===== src/rtl/seg7_pkg.sv =====
// seg7_pkg: segment type, blank pattern and active-low hex font shared by the scan controller
package seg7_pkg;
  typedef logic [7:0] seg_t;
  localparam seg_t SEG_BLANK = 8'hFF;
  localparam seg_t FONT [16] = '{
    8'hC0, 8'hF9, 8'hA4, 8'hB0, 8'h99, 8'h92, 8'h82, 8'hF8,
    8'h80, 8'h90, 8'h88, 8'h83, 8'hC6, 8'hA1, 8'h86, 8'h8E
  };
endpackage


===== src/rtl/seg7_scan_ctrl_if.sv =====
// seg7_scan_ctrl_if: board-side data/control and display pin bundle for the scan controller
interface seg7_scan_ctrl_if #(
  parameter int DIGITS   = 8,
  parameter int BRIGHT_W = 3
);
  logic [4*DIGITS-1:0] iData;
  logic [DIGITS-1:0]   iDp;
  logic                iLoad;
  logic                iBlankLZ;
  logic [BRIGHT_W-1:0] iBright;
  logic [7:0]          oSeg;
  logic [DIGITS-1:0]   oDigitSel;
  logic                oFrameDone;
  modport master (output iData, iDp, iLoad, iBlankLZ, iBright, input oSeg, oDigitSel, oFrameDone);
  modport slave  (input iData, iDp, iLoad, iBlankLZ, iBright, output oSeg, oDigitSel, oFrameDone);
endinterface


===== src/rtl/seg7_font_rom.sv =====
// seg7_font_rom: combinational hex nibble to active-low segment pattern lookup
module seg7_font_rom
  import seg7_pkg::*;
(
  input  logic [3:0] iAddress,
  output seg_t       oData
);
  assign oData = FONT[iAddress];
endmodule


===== src/rtl/seg7_scan_ctrl.sv =====
// seg7_scan_ctrl: multiplexed common-anode 7-seg scanner with frame-synchronous double buffer,
// leading-zero blanking and per-digit PWM brightness
module seg7_scan_ctrl
  import seg7_pkg::*;
#(
  parameter int DIGITS   = 8,
  parameter int SLOT_CYC = 625,
  parameter int BRIGHT_W = 3
) (
  input  logic              CLOCK,
  input  logic              RESET,
  seg7_scan_ctrl_if.slave   bus
);
  localparam int DWELL = SLOT_CYC << BRIGHT_W;
  localparam int PW    = $clog2(DWELL);
  localparam int IW    = $clog2(DIGITS);
  logic [PW-1:0]       r_presc;
  logic [IW-1:0]       r_idx;
  logic [4*DIGITS-1:0] r_sh_data, r_act_data;
  logic [DIGITS-1:0]   r_sh_dp, r_act_dp, r_sel, w_blank;
  logic                r_pend, r_fd, w_dwell_end, w_wrap, w_on, w_lead;
  logic [3:0]          w_nib;
  seg_t                r_seg, w_font;
  assign w_dwell_end = r_presc == PW'(DWELL - 1);
  assign w_wrap      = w_dwell_end && r_idx == IW'(DIGITS - 1);
  assign w_on        = r_presc / PW'(SLOT_CYC) <= PW'(bus.iBright);
  assign w_nib       = r_act_data[{r_idx, 2'b00} +: 4];
  seg7_font_rom u_font (.iAddress(w_nib), .oData(w_font));
  // a digit stays blank only while every digit above it is also zero
  always_comb begin
    w_blank = '0;
    w_lead  = bus.iBlankLZ;
    for (int i = DIGITS - 1; i > 0; i--) begin
      w_lead     = w_lead && r_act_data[4*i +: 4] == 4'd0;
      w_blank[i] = w_lead;
    end
  end
  always_ff @(posedge CLOCK) begin
    if (RESET) begin
      r_presc    <= '0;
      r_idx      <= '0;
      r_sh_data  <= '0;
      r_sh_dp    <= '0;
      r_act_data <= '0;
      r_act_dp   <= '0;
      r_pend     <= 1'b0;
      r_sel      <= '0;
      r_seg      <= SEG_BLANK;
      r_fd       <= 1'b0;
    end else begin
      r_presc <= w_dwell_end ? '0 : r_presc + 1'b1;
      if (w_dwell_end) r_idx <= w_wrap ? '0 : r_idx + 1'b1;
      if (w_wrap && r_pend) begin
        r_act_data <= r_sh_data;
        r_act_dp   <= r_sh_dp;
        r_pend     <= 1'b0;
      end
      // a load landing on the commit cycle goes to the shadow and stays pending
      if (bus.iLoad) begin
        r_sh_data <= bus.iData;
        r_sh_dp   <= bus.iDp;
        r_pend    <= 1'b1;
      end
      r_sel <= w_on ? DIGITS'(1) << r_idx : '0;
      r_seg <= (w_blank[r_idx] ? SEG_BLANK : w_font) & {~r_act_dp[r_idx], 7'h7F};
      r_fd  <= w_wrap;
    end
  end
  assign bus.oSeg       = r_seg;
  assign bus.oDigitSel  = r_sel;
  assign bus.oFrameDone = r_fd;
endmodule


===== src/flat_wrapper.sv =====
// flat-port wrapper written by rule: the top's interface ports become plain ports
module seg7_scan_ctrl_flat import seg7_pkg::*;
#(
  parameter int DIGITS   = 8,
  parameter int SLOT_CYC = 625,
  parameter int BRIGHT_W = 3
)
  (CLOCK, RESET, bus_iData, bus_iDp, bus_iLoad, bus_iBlankLZ, bus_iBright, bus_oSeg, bus_oDigitSel, bus_oFrameDone);
  seg7_scan_ctrl_if #(.DIGITS(DIGITS), .BRIGHT_W(BRIGHT_W)) bus_i ();
  input  logic CLOCK;
  input  logic RESET;
  input wire logic [$bits(bus_i.iData)-1:0] bus_iData;
  input wire logic [$bits(bus_i.iDp)-1:0] bus_iDp;
  input wire logic [$bits(bus_i.iLoad)-1:0] bus_iLoad;
  input wire logic [$bits(bus_i.iBlankLZ)-1:0] bus_iBlankLZ;
  input wire logic [$bits(bus_i.iBright)-1:0] bus_iBright;
  output wire logic [$bits(bus_i.oSeg)-1:0] bus_oSeg;
  output wire logic [$bits(bus_i.oDigitSel)-1:0] bus_oDigitSel;
  output wire logic [$bits(bus_i.oFrameDone)-1:0] bus_oFrameDone;
  assign bus_i.iData = bus_iData;
  assign bus_i.iDp = bus_iDp;
  assign bus_i.iLoad = bus_iLoad;
  assign bus_i.iBlankLZ = bus_iBlankLZ;
  assign bus_i.iBright = bus_iBright;
  assign bus_oSeg = bus_i.oSeg;
  assign bus_oDigitSel = bus_i.oDigitSel;
  assign bus_oFrameDone = bus_i.oFrameDone;
  seg7_scan_ctrl #(.DIGITS(DIGITS), .SLOT_CYC(SLOT_CYC), .BRIGHT_W(BRIGHT_W)) u_core (.CLOCK(CLOCK), .RESET(RESET), .bus(bus_i));
endmodule

===== config.mk =====
export PLATFORM = sky130hd
export DESIGN_NAME = seg7_scan_ctrl_flat
export DESIGN_NICKNAME = d
export VERILOG_FILES = /design/src/rtl/seg7_pkg.sv /design/src/rtl/seg7_scan_ctrl_if.sv /design/src/rtl/seg7_font_rom.sv /design/src/rtl/seg7_scan_ctrl.sv /design/src/flat_wrapper.sv
export SDC_FILE = /design/constraint.sdc
export NUM_CORES = 1
export LEC_CHECK = 0
export CAP_MARGIN = 30
export CORE_MARGIN = 4
export CORE_UTILIZATION = 49
export CTS_CLUSTER_DIAMETER = 60
export DETAILED_ROUTE_END_ITERATION = 6
export HOLD_SLACK_MARGIN = 0.1
export PLACE_DENSITY_LB_ADDON = 0.05
export SYNTH_ARGS = -nofsm -noshare
export SYNTH_HDL_FRONTEND = slang
export SYNTH_SLANG_ARGS = --single-unit

===== constraint.sdc =====
create_clock -name CLOCK -period 10.5 [get_ports CLOCK]
set_clock_uncertainty 0.05 [all_clocks]
set_input_delay 2.1 -clock CLOCK [delete_from_list [all_inputs] [get_ports CLOCK]]
set_output_delay 2.1 -clock CLOCK [all_outputs]
set_load 0.03 [all_outputs]

After elaboration in Yosys (flattened, before gate mapping). Memory sizes are Yosys's and may differ from the RTL's. Index checks and enable logic that the tools add are counted.

Input port bits: 47. Memories: 1. Word-level logic and storage cells: 54. Output and inout bits: 17. Memory bits (read-only): 128. Bits in registers: 114.

Memories: (no name shown) (words 16, width 8, read ports 1, clocked after Yosys merged registers in 0, write ports 0, line seg7_font_rom.sv:8) `assign oData = FONT[iAddress];`.

Multiplexer cells: 10. Shift operators: 2. Eq/ne operators: 2. $lt $le $gt $ge: 3. $add $sub $neg: 2. Div/mod/pow operators: 1. Bitwise operators: 4. Reduce and logical (&&, ||, !) cells: 19.

Operators by type and width (number): 32-bit by 6-bit variable part select with 4-bit output (1); 4-bit logical NOT (7); 8-bit 2-to-1 mux (3); 13-bit by 1-bit adder with 13-bit output (second input constant) (1); 13-bit by 10-bit divider with 13-bit output (second input constant) (1); 13-bit equality test (second input constant) (1); 13-bit by 3-bit <= comparator with 1-bit output (1); 1-bit logical AND (9); 8-bit AND (1); 1-bit by 3-bit << shifter with 8-bit output (first input constant) (1); 1-bit binary-select mux with 3-bit select (2); 5-bit greater-or-equal comparator (second input constant) (1); 4-bit inverter with 5-bit output (1); 3-bit by 4-bit < comparator with 1-bit output (second input constant) (1); 1-bit 2-to-1 mux (4); 2-bit OR reduction (2); 3-bit by 1-bit adder with 3-bit output (second input constant) (1); 3-bit equality test (second input constant) (1); 3-bit 2-to-1 mux (1); 1-bit inverter (2); 2-bit nonzero test (1).

Depth between registers and ports, before layout. Gate-level depths: netlist of the first run.

Depth after elaboration: 12. Mapped depth: 23. Depth with buffers taken out: 23.

Hierarchy. From an unflattened synthesis of the first run, not the netlist that was laid out.

Cell total of the unflattened synthesis: 665. Area total of the unflattened synthesis: 5866.9 µm².

By module, submodules not included: seg7_scan_ctrl (area an instance 5607.9 µm², instances 1, sequential area each 2282.2 µm², cells an instance 628); seg7_font_rom (area an instance 259.0 µm², instances 1, sequential area each 0.0 µm², cells an instance 37).

Worst setup path before layout of the first run. No wires, ideal clock.

Kind: flip-flop to flip-flop. Start point: register u_core.r_presc[6]. End point: register u_core.r_sel[4], in the netlist u_core.bus.oDigitSel[4]. Arrival: 4.622 ns. Setup time: 0.060 ns. Buffers on the path: 3. Period minus slack after synthesis: 4.732 ns. Cell stages (with the launch flop): 23. Path slack: 5.768 ns. Data required time: 10.390 ns. Cell sequence: dfxtp_1 > buf_6 > or4_4 > buf_6 > a21o_4 > mux2_4 > o21ai_4 > nand4_4 > a211o_1 > nand2b_4 > o41ai_2 > or2_1 > buf_6 > mux2_4 > a31o_1 > a31oi_1 > ha_1 > inv_1 > a21o_1 > a21oi_1 > a31oi_1 > nor4b_1 > and2_1.

Word-level cells in the longest chain between the ends: 4.

RTL lines: start, declared (line seg7_scan_ctrl.sv:17) `logic [PW-1:0] r_presc;`; start signal, assigned (line seg7_scan_ctrl.sv:51) `r_presc <= w_dwell_end ? '0 : r_presc + 1'b1;`; 13-bit by 10-bit divider with 13-bit output (line seg7_scan_ctrl.sv:26) `assign w_on = r_presc / PW'(SLOT_CYC) <= PW'(bus.iBright);`; 13-bit by 3-bit <= comparator with 1-bit output (line seg7_scan_ctrl.sv:26); 1-bit inverter (no line); 2-bit OR reduction (no line); end signal, assigned (line seg7_scan_ctrl.sv:64) `r_sel <= w_on ? DIGITS'(1) << r_idx : '0;`; end, declared (line seg7_scan_ctrl.sv:20) `logic [DIGITS-1:0] r_sh_dp, r_act_dp, r_sel, w_blank;`.

No other way between the ends. A chain may end at the register's enable or synchronous reset.

Worst setup path after layout of the first run.
Start point: register u_core.r_presc[7]. End point: register u_core.r_sel[5], in the netlist u_core.bus.oDigitSel[5].

The elaborated chain is that of the path after synthesis.

==> impl_metrics.toml, run 1 <==
[layout]
fillCellCount = 997
fin_nets = 764
final_common_cell = "dfxtp_1"
most-common-layout-cells = "dfxtp_1, nand2_1, nor2_1, clkdlybuf4s50_1, a21oi_1"
drive_gt1_share_pct = 10.41
syn_to_final_growth_pct = 23.54
fin_cells = 854
num_antenna_cells = 0

[route]
via_per_inst = 5.624
wl_mm = 13.31
wire_per_inst_microns = 15.59
via_count = 4803
drc = 0
ant_nets = 0
drt_iter0_drc = 344
drtPass1Iterations = 5

[sta]
min_period_ps = 5600
hold_viol = 0
rsz0062_at_grt = "false"
finalSetupViolCount = 0
relSlewSlack_pct = 38.03
setup_tns_ps = 0
fmax_ghz = 0.1786
fin_crit_sh_pct = 53.33
tightestPinTransition_ps = 906.1
slew_viol_final = 0

[yosys]
syn_area_per_cell_sq_um = 8.760
synthArstFlopShare_pct = 0
ys_seq_elements = 114
synth_nets = 720
synth_flop_cell = "dfxtp_1"
syn_inst = 654
syn_area_sq_mm = 0.005729
synth_edf_count = 0
synth_seq_area_share_pct = 39.83
yosysWarnings = 0
synth_cell_types = 72

[placed_design]
dp_hpwl_mm = 9.362
globalplace.congestion = 0.8699
placedCellCount = 822
numPortBuffers = 63

[min_path]
worstHoldStart = "u_core.r_act_dp[4]"
min_path_type = "register to register"
hold-path-endpoint = "u_core.r_act_dp[4]"
hold_path_depth = 2

[flow_run]
cap_violations = 0

[clocking]
clkTransAtPathRegs_ps = 50
h-tree-depth = 4
cts_inserted_buffers = 17
clkLatencyLatePin_ps = 410
ctsHoldBuffers = 0
post_cts_buffers = 0
clock-sinks = 114
cts_tree = "done"
cts_root_buf = "clkbuf_16"
clock_path_buffers = 2
cts_resized = 0

[worst_setup_path]
rrSetupSlack_ps = 4900
path_max_fanout = 13
r2r_end = "u_core.bus.oDigitSel[5]"
critPathKind = "register to register"
end_kind = "register"
r2r_cells = 19
required_ps = 10800
critPathLaunchType = "register"
r2r-start = "u_core.r_presc[7]"
crit_arrival_ps = 5900

[floorplan]
start_util_pct = 50.18
core_area_sq_mm = 0.01142
die_x_microns = 116.1
die_y_microns = 116.1
num_rows = 39
ios = 64
dieArea_sq_mm = 0.01349

[power_and_ir_drop]
pwr_density_cell_mw_per_mm2 = 167.2
vdd_ir_drop_max_mv = 0.1656
p_leak_uw = 0.002727

[grt]
antenna_found_initial = 0
grt_max_degree = 93
grt_pass1_wl_mm = 22.06
grt_usage_pct = 20.49
grt_pass1_vias = 4574
grt-ovfl-total = 0

[status]
status = "complete, no violations"
-- where the power goes --
| group | total, uW | switching (uW) | internal (uW) |
|---|---|---|---|
| combinational | 63.5 | 29.7 | 33.8 |
| clock | 667 | 202 | 465 |
| sequential | 453 | 7.79 | 445 |
-- how the worst max path moves through the flow --
stage,start,slack (ps),depth (start not counted),end
after detailed placement,u_core.r_presc[7],5020,19,u_core.bus.oDigitSel[5]
after floorplan,u_core.r_presc[6],5770,22,u_core.bus.oDigitSel[4]
final,u_core.r_presc[7],4900,19,u_core.bus.oDigitSel[5]
after global routing,u_core.r_presc[7],4320,19,u_core.bus.oDigitSel[4]
after CTS,u_core.r_presc[7],5030,19,u_core.bus.oDigitSel[5]
after global placement,u_core.r_presc[7],5240,21,u_core.bus.oDigitSel[4]
-- sequential cells by signal, indices dropped and copies added, names as in the netlist --
| register | count |
|---|---|
| u_core.bus.oDigitSel | 8 |
| u_core.bus.oFrameDone | 1 |
| u_core.bus.oSeg | 8 |
| u_core.r_act_data | 32 |
| u_core.r_act_dp | 8 |
| u_core.r_idx | 3 |
| u_core.r_pend | 1 |
| u_core.r_presc | 13 |
| u_core.r_sh_data | 32 |
| u_core.r_sh_dp | 8 |
-- final cells by class --
type	instances	area (sq um)	area share, %
Tap cell	143	178.9	2.528
Inverter	15	56.30	0.7955
Clock buffer	20	466.7	6.594
Sequential cell	114	2282	32.24
Multi-Input combinational cell	483	3206	45.29
Clock inverter	12	225.2	3.182
Timing Repair Buffer	67	663.1	9.369
-- Yosys cell counts (2+ instances only) --
library cell / number / area [sq um]
nor2b_1: 2 / 12.51
clkbuf_1: 28 / 105.1
nand3b_1: 3 / 22.52
o22ai_1: 3 / 18.77
xor2_1: 10 / 87.58
a311oi_1: 2 / 17.52
o221ai_1: 4 / 35.03
o21ai_1: 2 / 10.01
a21oi_1: 58 / 290.3
a21o_1: 2 / 15.01
nand2b_1: 4 / 25.02
nor2_1: 68 / 255.2
o21ai_0: 14 / 70.07
buf_1: 7 / 26.28
o21a_1: 2 / 15.01
nand3_1: 14 / 70.07
a211oi_1: 2 / 15.01
mux2_4: 2 / 30.03
ha_1: 19 / 237.7
buf_2: 4 / 20.02
a211o_1: 2 / 17.52
o21bai_1: 2 / 15.01
nor4_1: 11 / 68.82
o211ai_1: 3 / 22.52
dfxtp_1: 114 / 2282
buf_6: 3 / 33.78
a31oi_1: 6 / 37.54
nor3_1: 11 / 55.05
or2_2: 3 / 18.77
a31o_2: 2 / 17.52
nand4_1: 4 / 25.02
or3_1: 6 / 37.54
xnor2_1: 10 / 87.58
and2_1: 9 / 56.30
inv_1: 15 / 56.30
nand2_1: 104 / 390.4
a2111oi_0: 2 / 17.52
mux4_2: 11 / 247.7
and3_1: 4 / 25.02
mux2i_1: 46 / 460.4
mux2_2: 3 / 33.78
o311ai_0: 2 / 17.52
nor4b_1: 2 / 17.52
-- cell families after synthesis --
kind of cell | share of synthesized area (%)
XOR/XNOR | 3.341
buffers and inverters | 4.215
adder cells (fa/ha/maj) | 4.149
flip-flops | 39.83
AND/OR/NAND/NOR | 20.77
multiplexers | 13.47
AO/OA/AOI/OAI | 14.22
-- critical path: stages (launching register included) --
cell,delay (ps)
dfxtp_1,550
nand4_1,490
a211oi_1,560
xor2_1,450
o21ai_0,170
o311ai_0,180
a21oi_1,130
o21ai_0,410
a31oi_1,260
or2_1,390
mux2_4,330
a31o_1,200
a31oi_1,160
ha_1,170
inv_1,40
a21o_1,140
a21oi_1,130
a31oi_1,80
nor4b_1,450
and2_1,200
-- per-stage QoR --
stage / setup slack [ps] / instance area (sq um) / utilization [%] / power (uW) / hold WS (ps)
after detailed placement: 5018 / 6386 / 55.93 / 525.4 / 394.2
final: 4900 / 7078 / 61.99 / 1183 / 400.7
after floorplan: 5768 / 5729 / - / 496.5 / 378.6
after global routing: 4323 / 7078 / 61.99 / 1223 / 414.7
after global placement: 5237 / 6366 / 55.75 / 524.2 / 390.7
after CTS: 5030 / 7078 / 61.99 / 1194 / 401.2
-- routing by layer --
layer | global-route usage [%] | vias to the layer above | share of wire (%)
li1 | - | 2400 | -
met1 | 26.98 | 2248 | 47
met2 | 32.03 | 134 | 46
met3 | 6.166 | 21 | 6.0
met4 | 7.425 | 0 | 1.5
met5 | 0 | - | 0
Note: power is estimated with default switching activity, not from simulation.
==> inputs of run 2 (changes only) <==
- clock period: 10.5 -> 4.7 ns (I/O delays scaled with it)
==> impl_metrics.toml, run 2 (synthesis results as in run 1) <==
[sta]
fmax_ghz = 0.2124
relSlewSlack_pct = 29.03
rsz0062_at_grt = "true"
finalSetupViolCount = 1
fin_ws_ps = -7.910
hold_viol = 0
slew_viol_final = 0
tightestPinTransition_ps = 1038
fin_crit_sh_pct = 100.2
min_period_ps = 4708

[power_and_ir_drop]
pwr-share-clk_pct = 53.8
seq_power_share_pct = 39.8
internal-power_uw = 1970
p_sw_uw = 562.4
p_comb_share_pct = 6.3
pwr_density_cell_mw_per_mm2 = 341.4
p_leak_uw = 0.002900
finalPower_uw = 2532
vdd_ir_drop_max_mv = 0.3004
swShare_pct = 22.21

[route]
via_per_inst = 5.525
wl_mm = 13.98
top_layer = "met4"
drt-met1-wl_mm = 6.314
drtPass1Iterations = 5
ant_nets = 0
via_count = 4912
wl_met3_microns = 878
wire_per_inst_microns = 15.72
drc = 0
drt_iter0_drc = 309
wl_met2_mm = 6.549

[clocking]
cts_root_buf = "clkbuf_16"
cts_inserted_buffers = 17
clock-sinks = 114
clock_path_buffers = 2
clkLatencyLatePin_ps = 410
cts_tree = "done"
h-tree-depth = 4
ctsHoldBuffers = 0
clkTransAtPathRegs_ps = 50

[layout]
fin_nets = 799
drive_gt1_share_pct = 17.69
final_common_cell = "dfxtp_1"
reg_top3 = "u_core.r_act_data: 32 flops, u_core.r_sh_data: 32 flops, u_core.r_presc: 13 flops"
fin_cells = 889
syn_to_final_growth_pct = 29.48
most-common-layout-cells = "dfxtp_1, nand2_1, nor2_1, clkdlybuf4s50_1, a21oi_1"
post-route-util_pct = 64.97
num_antenna_cells = 0

[placed_design]
numPortBuffers = 63
placedCellCount = 856
globalplace.congestion = 0.8972
dp_hpwl_mm = 10.21

[floorplan]
die_y_microns = 116.1
start_util_pct = 50.18
dieArea_sq_mm = 0.01349
die_x_microns = 116.1
ios = 64
num_rows = 39
core_area_sq_mm = 0.01142

[grt]
grt_usage_pct = 21.78
grt_pass1_vias = 4893
grt_pass1_wl_mm = 23.20
grt_max_degree = 41
antenna_found_initial = 0
grt-ovfl-total = 0

[min_path]
min_path_type = "register to register"
worstHoldStart = "u_core.r_act_dp[0]"

[worst_setup_path]
cpMaxStageDelayCell = "or4_4"
end_kind = "register"
startpoint = "u_core.r_presc[3]"
crit_arrival_ps = 5010
required_ps = 5000
path_max_fanout = 7
r2r-start = "u_core.r_presc[3]"
critPathKind = "register to register"
cp_top_family = "compound AO/OA/AOI/OAI gates"
cp_cell_sequence = "or4_4 > a21o_4 > mux2_4 > o21ai_4 > nand4_4 > a211o_1 > nand2b_4 > o41ai_4 > or2_1 > mux2_4 > a31o_1 > a31oi_2 > ha_2 > inv_1 > a21o_1 > a21oi_2 > a31oi_2 > nor4b_4 > and2_1"
slowest_delay_ps = 550
critPathLaunchType = "register"
crit_buf_inv = 1

[status]
violations = "negative setup slack"
status = "finished, violations left"

[flow_run]
cap_violations = 0
run 2: changes by cell type in the layout (fill, tap and decap cells not counted), moves of 3 or more:
cell	previous run	this run
dfxtp_2	0	4
clkinvlp_4	0	3
clkbuf_8	3	0
buf_4	3	38
dfxtp_1	114	110
run 2: repair_timing:
item                                    4_1_cts  5_1_grt
hold endpoints to repair                      0        0
setup buffers                                 0        1
gates cloned                                  0        0
endpoints found under the setup margin        8        8
pin swaps                                     0       13
resized for setup                             3       25
run 2: area by class of cell:
cell class,instances,area [sq um]
clock inverters,15,205.2
well taps,143,178.9
flip-flops and latches,114,2287
clock buffers,17,425.4
multi-input cells,483,3339
inverters,15,56.30
fillers,959,4000
repair buffers,102,925.9
run 2: worst register-to-register path, delay by kind of cell, from the launching register on:
kind / cells / cell delay (ps)
multiplexers: 2 / 650
AO/OA/AOI/OAI: 9 / 1800
flip-flops: 1 / 340
adder cells (fa/ha/maj): 1 / 180
buffers and inverters: 1 / 40
AND/OR/NAND/NOR: 6 / 1600
run 2: worst paths after layout:
kind                              to  slack (ps)  depth (start not counted)
max          u_core.bus.oDigitSel[6]          -8                         19
min               u_core.r_act_dp[0]         400                          2
max reg2reg  u_core.bus.oDigitSel[6]          -8                         19
min reg2reg       u_core.r_act_dp[0]         400                          2
run 2: layer usage:
layer	vias to the layer above	global-route usage (%)
li1	2463	-
met1	2288	27.98
met2	141	34.56
met3	20	6.477
met4	0	8.662
met5	-	0
run 2: power groups by stage:
stage                     combinational [uW]  sequential (uW)  clock (uW)
final                                    160             1010        1360
after global routing                     176             1010        1440
after CTS                                158             1010        1390
after detailed placement                 156             1030           0
after global placement                   151             1030           0
after floorplan                         77.1             1030           0
run 2: through the flow:
stage	instance area, sq um	hold WS [ps]	worst slack [ps]	TNS, ps
finish	7418	402.1	-7.910	-7.910
global route	7418	427.1	-241.5	-1615
CTS	7293	404.3	0.2278	0
detailed placement	6648	396.9	-42.47	-159.5
global placement	6628	389.9	147.3	0
floorplan	5736	378.6	39.92	0
